File: config.mk
export PLATFORM = sky130hd
export DESIGN_NAME = fetch_ctrl
export DESIGN_NICKNAME = d
export VERILOG_FILES = /design/src/rtl/fetch_ctrl.sv
export SDC_FILE = /design/constraint.sdc
export NUM_CORES = 1
export LEC_CHECK = 0
export CAP_MARGIN = 20
export CORE_ASPECT_RATIO = 1.2
export CORE_MARGIN = 5
export CORE_UTILIZATION = 38
export DETAILED_ROUTE_END_ITERATION = 8
export GPL_ROUTABILITY_DRIVEN = 0
export GPL_TIMING_DRIVEN = 1
export PLACE_DENSITY = 0.79
export SYNTH_ARGS = -nofsm -noshare
export SYNTH_HDL_FRONTEND = slang
export SYNTH_SLANG_ARGS = --single-unit
File: constraint.sdc
create_clock -name clk -period 1.9 [get_ports clk]
set_input_delay 0.475 -clock clk [delete_from_list [all_inputs] [get_ports clk]]
set_output_delay 0.475 -clock clk [all_outputs]
set_load 0.005 [all_outputs]
File: src/rtl/fetch_ctrl.sv
// fetch_ctrl: fetch/decode sequencer driving pc, instruction memory and execute handshake
module fetch_ctrl #(
  parameter int IW = 16,
  parameter int AW = 8
) (
  input  logic          clk,
  input  logic          areset,
  input  logic [AW-1:0] pc_value,
  output logic          pc_en,
  output logic          pc_jump,
  output logic [AW-1:0] pc_jaddr,
  output logic          imem_req,
  output logic [AW-1:0] imem_addr,
  input  logic          imem_ready,
  input  logic [IW-1:0] imem_rdata,
  input  logic          z_flag,
  output logic          ex_valid,
  input  logic          ex_ready,
  output logic [IW-1:0] ir,
  output logic          halted,
  output logic          illegal
);
  typedef enum logic [2:0] {FETCH, DECODE, EXEC, UPDATE, HALT} state_t;
  state_t state, nxt;
  logic jump_r;
  logic take;
  logic [3:0] op;
  assign op = ir[IW-1:IW-4];
  // state, instruction register and the branch decision captured in DECODE
  always_ff @(posedge clk) begin
    if (areset) begin
      state    <= FETCH;
      ir       <= '0;
      jump_r   <= 1'b0;
      pc_jaddr <= '0;
    end else begin
      state <= nxt;
      if (state == FETCH && imem_ready) ir <= imem_rdata;
      if (state == DECODE) begin
        jump_r   <= take;
        pc_jaddr <= ir[AW-1:0];
      end
    end
  end
  // next state and state-derived outputs
  always_comb begin
    nxt       = state;
    take      = (op == 4'h8) || (op == 4'h9 && z_flag) || (op == 4'hA && !z_flag);
    imem_req  = state == FETCH;
    imem_addr = imem_req ? pc_value : '0;
    pc_en     = state == UPDATE;
    pc_jump   = pc_en && jump_r;
    ex_valid  = state == EXEC;
    halted    = state == HALT;
    illegal   = state == DECODE && op >= 4'hB && op <= 4'hE;
    case (state)
      FETCH:   nxt = imem_ready ? DECODE : FETCH;
      DECODE:  nxt = op == 4'hF ? HALT : (op >= 4'h1 && op <= 4'h7) ? EXEC : UPDATE;
      EXEC:    nxt = ex_ready ? UPDATE : EXEC;
      UPDATE:  nxt = FETCH;
      HALT:    nxt = HALT;
      default: nxt = FETCH;
    endcase
  end
endmodule

==> metrics.md, run 1 <==
| Metric | Value |
|---|---|
| Status | complete, but fails checks |
| Met3 usage | 5.05% |
| Worst slew pin tran | 343 ps |
| Total power | 1560 uW |
| Worst-Skew Late Latency | 330 ps |
| Synth top cells by count | 51 x nand2_1, 28 x dfxtp_1, 27 x a21oi_1 |
| Total GRT Usage | 16.0% |
| Yosys warning count | 0 |
| Endpoints failing setup | 6 |
| Minimum clock period | 2030 ps |
| WL final | 3.78 mm |
| Number of cell rows | 22 |
| Die X-Extent | 61.2 um |
| Largest cells by area after synthesis | dfxtp_1 47%, nand2_1 16%, a21oi_1 11%, and2_1 5.8%, buf_6 2.8% |
| Max H-tree Level | 1 |
| Relative slew slack | 77.2% |
| DR WL/cell | 14.3 um |
| Netlist cell types | 25 |
| Antenna diodes | 0 |
| Vias in the first global route | 1284 |
| Post-DP HPWL | 2.76 mm |
| CP Launch Type | flip-flop |
| Failing checks | setup timing |
| Drt via density | 4.88 |
| Worst hold path class | reg -> reg |
| Nets | 259 |
| Met2 Use GR | 30.1% |
| Pre-CTS WS | -130 ps |
| Drt drc | 0 |
| PD cells | 733 nW/um^2 |
| Final hold violations | 0 |
| Peak VDD IR | 0.000577 V |
| Total CTS buffers | 3 |
| Max Cap Viol | 0 |
| Post-Syn Area | 1200 um^2 |
| Crit Path Max Fanout | 4 |
| Initial Util | 39.1% |
| Syn Area/Cell | 8.03 um^2 |
| DIE HEIGHT | 71.5 um |
| Final Cycle Share | 107% |
| Most frequent cell after synthesis | nand2_1 |
| Worst reg2reg startpoint | state[2] |
| # IOs | 67 |
| Overflow after GRT | 0 |
| Upper clock frequency limit | 0.492 GHz |
| Fillers | 248 |
| Yosys top cell area share | 46.9% |
| Core Area | 3060 um^2 |
| Sink Count | 28 |
| Worst hold slack | 469 ps |
| Clock Pin Slew Worst Setup and Hold Paths | 150 ps |
| Largest net degree at the start of global routing | 18 |
| M1 GR Usage | 16.2% |
| Worst setup EP type | output pin |
| Cts hold-fix bufs | 0 |
| Mapped Nets | 178 |
| Share of layout cells above drive strength 1 | 22.7% |
| Syn Inst Count | 149 |
| Async S/R FF share, synth | 0% |
| WP data arrival | 1560 ps |
| Min-delay src | pc_jaddr[5] |
| Register area share after synthesis | 46.9% |
| Iter 0 DRT Violations | 33 |
| Setup TNS | -245 ps |
| Synth Register Bits | 28 |
| CTS tree | built |
| Max clock buf depth | 2 |
| First-pass GRT wire length | 5.51 mm |
| Slew Limit Fails | 0 |
| Fin cells | 265 |
| Vias | 1294 |
| Root Driver | clkbuf_4 |
| Routed Antenna Nets | 0 |
| Critical Path RT | 1420 ps |
| Most Crowded Layer GR | met2 |
| Max Clock Skew | 8.60 ps |
| Number of synthesized flops with an enable pin | 0 |
| Most used DFF post-synth | dfxtp_1 |
| Leak | 0.000892 uW |
| Initial antenna violation count | 0 |
| Final worst setup slack | -131 ps |
| CP startpoint | state[2] |
| 1st-pass router iterations | 4 |
| RSZ-0062 raised after global routing | true |
| Leading area contributor after synthesis | dfxtp_1 |
| PortBufs | 66 |
| Die footprint | 4370 um^2 |
| Area Growth Syn to Fin | 77.3% |
| Cells after DPL | 252 |
| Critical path class | reg -> out |
registers in the layout, indices dropped and copies added, names as in the netlist:
name / flops
ir: 16
pc_jaddr: 8
jump_r: 1
state: 3
layer usage:
metal	vias to the layer above	wire length [um]
met5	-	0
met4	0	19
met3	2	376
met2	52	2060
met1	593	1330
li1	647	-
worst max-delay path, cell delays in order, from the launching register on:
cell,delay [ps]
dfxtp_4,390
nor3b_2,190
and3_1,170
clkdlybuf4s50_1,490
power breakdown:
part	switching, uW	total (uW)	internal, uW
sequential	30.9	661	630
combinational	204	505	302
clock	175	388	213
worst paths after layout:
path | endpoint | slack, ps | depth (start not counted)
hold reg to reg | pc_jaddr[5] | 470 | 2
setup / recovery | illegal | -130 | 3
setup reg to reg | ir[9] | 170 | 6
hold / removal | pc_jaddr[5] | 470 | 2
cell type report:
cell class              instances  area (um^2)  share of cell area [%]
clock inverters                 1         30.0                    1.42
multi-input cells             110          618                    29.1
flip-flops and latches         28          576                    27.1
clock buffers                   3         22.5                    1.06
well taps                      36         45.0                    2.12
repair buffers                 87          830                    39.1
placed cells by master, fill, tap and decap left out, types with 2 or more instances in the layout:
| cell | count |
|---|---|
| clkdlybuf4s50_1 | 53 |
| nand2_1 | 51 |
| a21oi_1 | 27 |
| dfxtp_1 | 22 |
| buf_4 | 14 |
| buf_6 | 10 |
| and2_1 | 6 |
| and2_4 | 5 |
| buf_2 | 4 |
| clkbuf_4 | 3 |
| dfxtp_2 | 3 |
| dlymetal6s2s_1 | 3 |
| dfxtp_4 | 3 |
| nor2_4 | 2 |
| nor2_1 | 2 |
logic make-up (layout without fill, tap and decap cells):
| kind of cell | after synthesis | after routing | synth area share (%) |
|---|---|---|---|
| multiplexers | 2 | 2 | 1.78 |
| flip-flops | 28 | 28 | 46.9 |
| XOR/XNOR | 1 | 1 | 0.732 |
| AO/OA/AOI/OAI | 31 | 31 | 14.0 |
| buffers and inverters | 11 | 91 | 5.75 |
| AND/OR/NAND/NOR | 76 | 76 | 30.9 |
timing repair:
item / CTS / global route
endpoints found under the setup margin: 14 / 12
resized for setup: 27 / 41
gates cloned: 1 / 0
pin swaps: 1 / 5
buffers inserted: 4 / 4
per-stage QoR:
step | util, % | cell area (um^2)
3_5_place_dp | 62.9 | 1920
6_report | 69.4 | 2120
3_3_place_gp | 62.9 | 1920
5_1_grt | 69.4 | 2120
4_1_cts | 65.9 | 2010
2_1_floorplan | - | 1200
No activity file was read; power rests on OpenSTA's default activity.
==> run 2: changes to the inputs <==
--- a/config.mk
+++ b/config.mk
@@ -6,13 +6,16 @@
 export NUM_CORES = 1
 export LEC_CHECK = 0
 export CAP_MARGIN = 20
+export CELL_PAD_IN_SITES_DETAIL_PLACEMENT = 1
+export CELL_PAD_IN_SITES_GLOBAL_PLACEMENT = 1
 export CORE_ASPECT_RATIO = 1.2
 export CORE_MARGIN = 5
-export CORE_UTILIZATION = 38
+export CORE_UTILIZATION = 26
 export DETAILED_ROUTE_END_ITERATION = 8
 export GPL_ROUTABILITY_DRIVEN = 0
 export GPL_TIMING_DRIVEN = 1
-export PLACE_DENSITY = 0.79
+export PLACE_DENSITY_LB_ADDON = 0.1
+export REMOVE_ABC_BUFFERS = 1
 export SYNTH_ARGS = -nofsm -noshare
 export SYNTH_HDL_FRONTEND = slang
 export SYNTH_SLANG_ARGS = --single-unit
==> metrics.md, run 2 (synthesized netlist as in run 1, its figures left out) <==
| Metric | Value |
|---|---|
| DIE HEIGHT | 84.3 um (+18%) |
| Number of flip-flops in the largest register | 16 (unchanged) |
| Worst setup EP type | output pin |
| Setup TNS | 0 ps (+245 ps) |
| Endpoints failing setup | 0 (-6) |
| Root Driver | clkbuf_8 |
| Vias | 1280 (-1.1%) |
| Status | complete, no violations |
| Share of layout cells above drive strength 1 | 20.8% (-1.9 points) |
| Area Growth Syn to Fin | 76.8% |
| Total CTS buffers | 3 (unchanged) |
| Final Cell Area | 2110 um^2 (-0.29%) |
| DR WL/cell | 13.6 um (-4.4%) |
| Final Cycle Share | 97.0% (-9.9 points) |
| Critical Path RT | 1420 ps (about the same) |
| Fin cells | 289 (+9.1%) |
| Minimum clock period | 1840 ps (-188 ps) |
| Worst-Skew Late Latency | 270 ps (-60 ps) |
| Number of cell rows | 27 (+23%) |
| Min-delay src | pc_jaddr[2] |
| Drt via density | 4.43 (-9.3%) |
| Leak | 0.000863 uW (-3.3%) |
| Total GRT Usage | 12.8% (-3.1 points) |
| Met3 usage | 3.83% (-1.2 points) |
| Drt drc | 0 (unchanged) |
| Max H-tree Level | 1 (unchanged) |
| CTS tree | built |
| Iter 0 DRT Violations | 21 (-36%) |
| Overflow after GRT | 0 (unchanged) |
| Routed Antenna Nets | 0 (unchanged) |
| Met2 Use GR | 23.5% (-6.6 points) |
| Post-DP HPWL | 3.00 mm (+8.6%) |
| WP data arrival | 1370 ps (-190 ps) |
| Slew Limit Fails | 0 (unchanged) |
| Sink Count | 28 (unchanged) |
| Cell Area, Placed | 1960 um^2 (+2.1%) |
| Clock Pin Slew Worst Setup and Hold Paths | 90 ps (-60 ps) |
| Cells after DPL | 275 (+9.1%) |
| WL final | 3.94 mm (+4.3%) |
| Total power | 1520 uW (-2.1%) |
| First-pass GRT wire length | 6.24 mm (+13%) |
| Flop-to-flop setup slack | 310 ps (+140 ps) |
| Nets | 261 (+0.77%) |
| CP Launch Type | flip-flop |
| Core Area | 4530 um^2 (+48%) |
| Most common cell after layout, fill and taps aside | clkdlybuf4s50_1 |
| Worst reg2reg startpoint | state[0] |
| Peak VDD IR | 0.000368 V (-36%) |
| PortBufs | 66 (unchanged) |
| M1 GR Usage | 13.8% (-2.4 points) |
| Worst slew pin tran | 371 ps (+28.4 ps) |
| # IOs | 67 (unchanged) |
| Crit Path Max Fanout | 4 (unchanged) |
| Relative slew slack | 75.3% (-1.9 points) |
| Final hold violations | 0 (unchanged) |
| Upper clock frequency limit | 0.543 GHz (+10%) |
| Die X-Extent | 71.9 um (+17%) |
| Max clock buf depth | 2 (unchanged) |
| R2R depth | 6 (unchanged) |
| Critical path class | reg -> out |
| Largest net degree at the start of global routing | 17 (-1) |
| PD cells | 720 nW/um^2 (-1.8%) |
| Most Crowded Layer GR | met2 |
| Min-Delay Endpoint | pc_jaddr[2] |
| Antenna diodes | 0 (unchanged) |
| Initial Util | 26.4% (-13 points) |
| Die footprint | 6060 um^2 (+39%) |
| Vias in the first global route | 1324 (+3.1%) |
| Max Clock Skew | 1.61 ps (-6.98 ps) |
| Worst hold path class | reg -> reg |
| Final Core Density | 46.7% (-23 points) |
| Max Cap Viol | 0 (unchanged) |
| Hold path depth | 2 (unchanged) |
| Biggest regs | ir (16), pc_jaddr (8), state (3) |
| Biggest register | ir |
| Commonest cells after routing, fill and taps aside | 52 x clkdlybuf4s50_1, 51 x nand2_1, 27 x a21oi_1, 25 x dfxtp_1, 20 x buf_4 |
| Initial antenna violation count | 0 (unchanged) |
| 1st-pass router iterations | 3 (-1) |
| Critical R2R Capture | state[2] |
==> run 2: cell types whose count changed in the layout (fill, tap and decap cells not counted), moves of 3 or more <==
cell           previous run  this run
clkbuf_8                  0         4
buf_6                    10         4
clkbuf_2                  1         4
buf_4                    14        20
dfxtp_1                  22        25
clkbuf_4                  3         0
dlygate4sd2_1             1         4
dfxtp_2                   3         0
==> run 2: stage by stage <==
stage / worst slack [ps] / hold WS, ps
3_5_place_dp: -127 / 447
2_1_floorplan: -34.0 / 426
5_1_grt: -38.9 / 474
3_3_place_gp: -122 / 441
4_1_cts: -146 / 460
6_report: 57.2 / 456
==> run 2: metal layers <==
layer	share of wire [%]	vias to the layer above
met1	39	580
li1	-	652
met2	51	44
met3	8.0	4
met4	1.2	0
met5	0	-
==> run 2: worst max-delay path: stages (launching register included) <==
cell	delay, ps
dfxtp_4	370
nor3_4	180
buf_4	130
buf_6	80
buf_6	90
and2_1	120
buf_2	110
==> run 2: layout make-up <==
cell class | instances | area, um^2
Clock buffer | 4 | 55.1
Fill cell | 580 | 2410
Multi-Input combinational cell | 110 | 607
Sequential cell | 28 | 572
Tap cell | 58 | 72.6
Timing Repair Buffer | 89 | 808
==> run 2: what timing repair did <==
| action | 4_1_cts | 5_1_grt |
|---|---|---|
| setup buffers | 7 | 2 |
| hold buffers | 0 | 0 |
| endpoints found under the hold margin | 0 | 0 |
| resized for setup | 39 | 16 |
| cloned | 1 | 0 |
| pin swaps | 2 | 2 |
| endpoints found under the setup margin | 14 | 10 |
==> run 2: power by group <==
group          total [uW]  internal [uW]  switching, uW
Combinational         494            297            197
Clock                 364            185            178
Sequential            664            629           35.4
==> run 2: how the worst max path moves through the flow <==
stage	startpoint	end	slack, ps	cells past startpoint
3_3_place_gp	pc_value[2]	imem_addr[2]	-120	3
4_1_cts	state[0]	illegal	-150	3
3_5_place_dp	pc_value[2]	imem_addr[2]	-130	3
2_1_floorplan	state[0]	illegal	-30	2
5_1_grt	state[0]	imem_addr[2]	-40	6
6_report	state[0]	imem_addr[2]	60	6
==> run 3: changes to the inputs <==
--- a/config.mk
+++ b/config.mk
@@ -16,6 +16,7 @@
 export GPL_TIMING_DRIVEN = 1
 export PLACE_DENSITY_LB_ADDON = 0.1
 export REMOVE_ABC_BUFFERS = 1
+export SKIP_CTS_REPAIR_TIMING = 1
 export SYNTH_ARGS = -nofsm -noshare
 export SYNTH_HDL_FRONTEND = slang
 export SYNTH_SLANG_ARGS = --single-unit
==> metrics.md, run 3 (synthesized netlist as in run 1, its figures left out) <==
| Metric | Value |
|---|---|
| Leak | 0.000980 uW (+14%) |
| Vias in the first global route | 1303 (-1.6%) |
| Clock Pin Slew Worst Setup and Hold Paths | 90 ps (about the same) |
| Worst setup EP type | output pin |
| Total CTS buffers | 3 (unchanged) |
| Biggest register | ir |
| DIE HEIGHT | 84.3 um (unchanged) |
| 1st-pass router iterations | 4 (+1) |
| PortBufs | 66 (unchanged) |
| Core Area | 4530 um^2 (unchanged) |
| Number of flip-flops in the largest register | 16 (unchanged) |
| Initial Util | 26.4% (unchanged) |
| Worst hold path class | reg -> reg |
| First-pass GRT wire length | 6.08 mm (-2.7%) |
| WP data arrival | 1330 ps (-40 ps) |
| Minimum clock period | 1810 ps (-35.3 ps) |
| Upper clock frequency limit | 0.553 GHz (+2.0%) |
| Drt via density | 4.47 (+1.0%) |
| Vias | 1266 (-1.1%) |
| Hold path depth | 2 (unchanged) |
| Status | complete, no violations |
| Most common cell after layout, fill and taps aside | clkdlybuf4s50_1 |
| Nets | 255 (-2.3%) |
| Cell Area, Placed | 1960 um^2 (unchanged) |
| WL final | 3.88 mm (-1.7%) |
| Routed Antenna Nets | 0 (unchanged) |
| Iter 0 DRT Violations | 22 (+4.8%) |
| RSZ-0062 raised after global routing | false |
| Worst-Skew Late Latency | 270 ps (about the same) |
| Slowest stage cell on the critical path | dfxtp_4 |
| Share of layout cells above drive strength 1 | 13.3% (-7.4 points) |
| Critical path class | reg -> out |
| Worst slew pin tran | 371 ps (+0.0492 ps) |
| Area Growth Syn to Fin | 77.3% |
| Drt drc | 0 (unchanged) |
| Max H-tree Level | 1 (unchanged) |
| CP Launch Type | flip-flop |
| Crit Path Max Fanout | 5 (+1) |
| Die footprint | 6060 um^2 (unchanged) |
| Initial antenna violation count | 0 (unchanged) |
| Peak VDD IR | 0.000362 V (-1.7%) |
| Die X-Extent | 71.9 um (unchanged) |
| Overflow after GRT | 0 (unchanged) |
| Largest net degree at the start of global routing | 17 (unchanged) |
| Worst path cell trace | nor3_4 -> buf_2 -> buf_4 -> and2_1 -> dlymetal6s2s_1 |
| Final Cycle Share | 95.1% (-1.9 points) |
| Max clock buf depth | 2 (unchanged) |
| R2R depth | 4 (-2) |
| Sink Count | 28 (unchanged) |
| Root Driver | clkbuf_8 |
| Commonest cells after routing, fill and taps aside | 52 x clkdlybuf4s50_1, 51 x nand2_1, 27 x a21oi_1, 25 x dfxtp_1, 15 x buf_4 |
| Worst Path Buf+Inv | 3 (-1) |
| Fillers | 565 (-2.6%) |
| DR WL/cell | 13.7 um (+0.38%) |
| Critical Path RT | 1420 ps (about the same) |
| WP depth | 5 (-1) |
| PD cells | 700 nW/um^2 (-2.7%) |
| Total GRT Usage | 12.5% (-0.37 points) |
| Endpoints failing setup | 0 (unchanged) |
| # IOs | 67 (unchanged) |
| Biggest regs | ir (16), pc_jaddr (8), state (3) |
| Max Cap Viol | 0 (unchanged) |
| Worst hold slack | 456 ps (-0.0130 ps) |
| CTS tree | built |
| Post-DP HPWL | 3.00 mm (unchanged) |
| Antenna diodes | 0 (unchanged) |
| Max Clock Skew | 1.80 ps (+0.187 ps) |
| Relative slew slack | 75.3% (about the same) |
| Top delay family on crit path | flip-flops |
| Max stage delay on crit path | 380 ps (about the same) |
| Number of cell rows | 27 (unchanged) |
| Final Cell Area | 2120 um^2 (+0.30%) |
| Final hold violations | 0 (unchanged) |
| Slew Limit Fails | 0 (unchanged) |
## run 3: area by class of cell
type | count | area [um^2] | share of cell area [%]
sequential | 28 | 572 | 27.0
multi-input combinational | 110 | 597 | 28.1
tap | 58 | 72.6 | 3.42
clock buffer | 4 | 55.1 | 2.60
timing repair buffer | 83 | 825 | 38.9
## run 3: final timing paths
path          startpoint            to  slack [ps]
max             state[2]  imem_addr[3]          90
min          pc_jaddr[2]   pc_jaddr[2]         460
max reg2reg     state[2]         ir[0]         400
min reg2reg  pc_jaddr[2]   pc_jaddr[2]         460
## run 3: metrics by stage
step	setup TNS [ps]	instances	power, uW	setup slack [ps]	util, %
5_1_grt	0	283	1580	27.1	46.8
3_3_place_gp	-899	275	1110	-122	43.4
4_1_cts	-3010	279	1500	-281	44.6
3_5_place_dp	-917	275	1130	-127	43.4
2_1_floorplan	-34.0	138	827	-34.0	-
6_report	0	283	1490	92.6	46.8
## run 3: worst min-delay path, stage by stage, from the launching register on
cell and delay, ps:
dfxtp_1 320, nand2_1 50, a21oi_1 50
## run 3: per-layer routing
layer	part of all wire, %	GRT usage [%]
met1	39	13.0
met2	52	23.2
met3	7.6	3.83
met4	1.2	4.10
met5	0	0
## run 3: report_power, final
part | switching (uW) | leakage (uW) | internal [uW]
Combinational | 181 | 0.000720 | 272
Sequential | 39.6 | 0.000231 | 629
Clock | 178 | 0.0000288 | 185
Total | 399 | 0.000980 | 1090
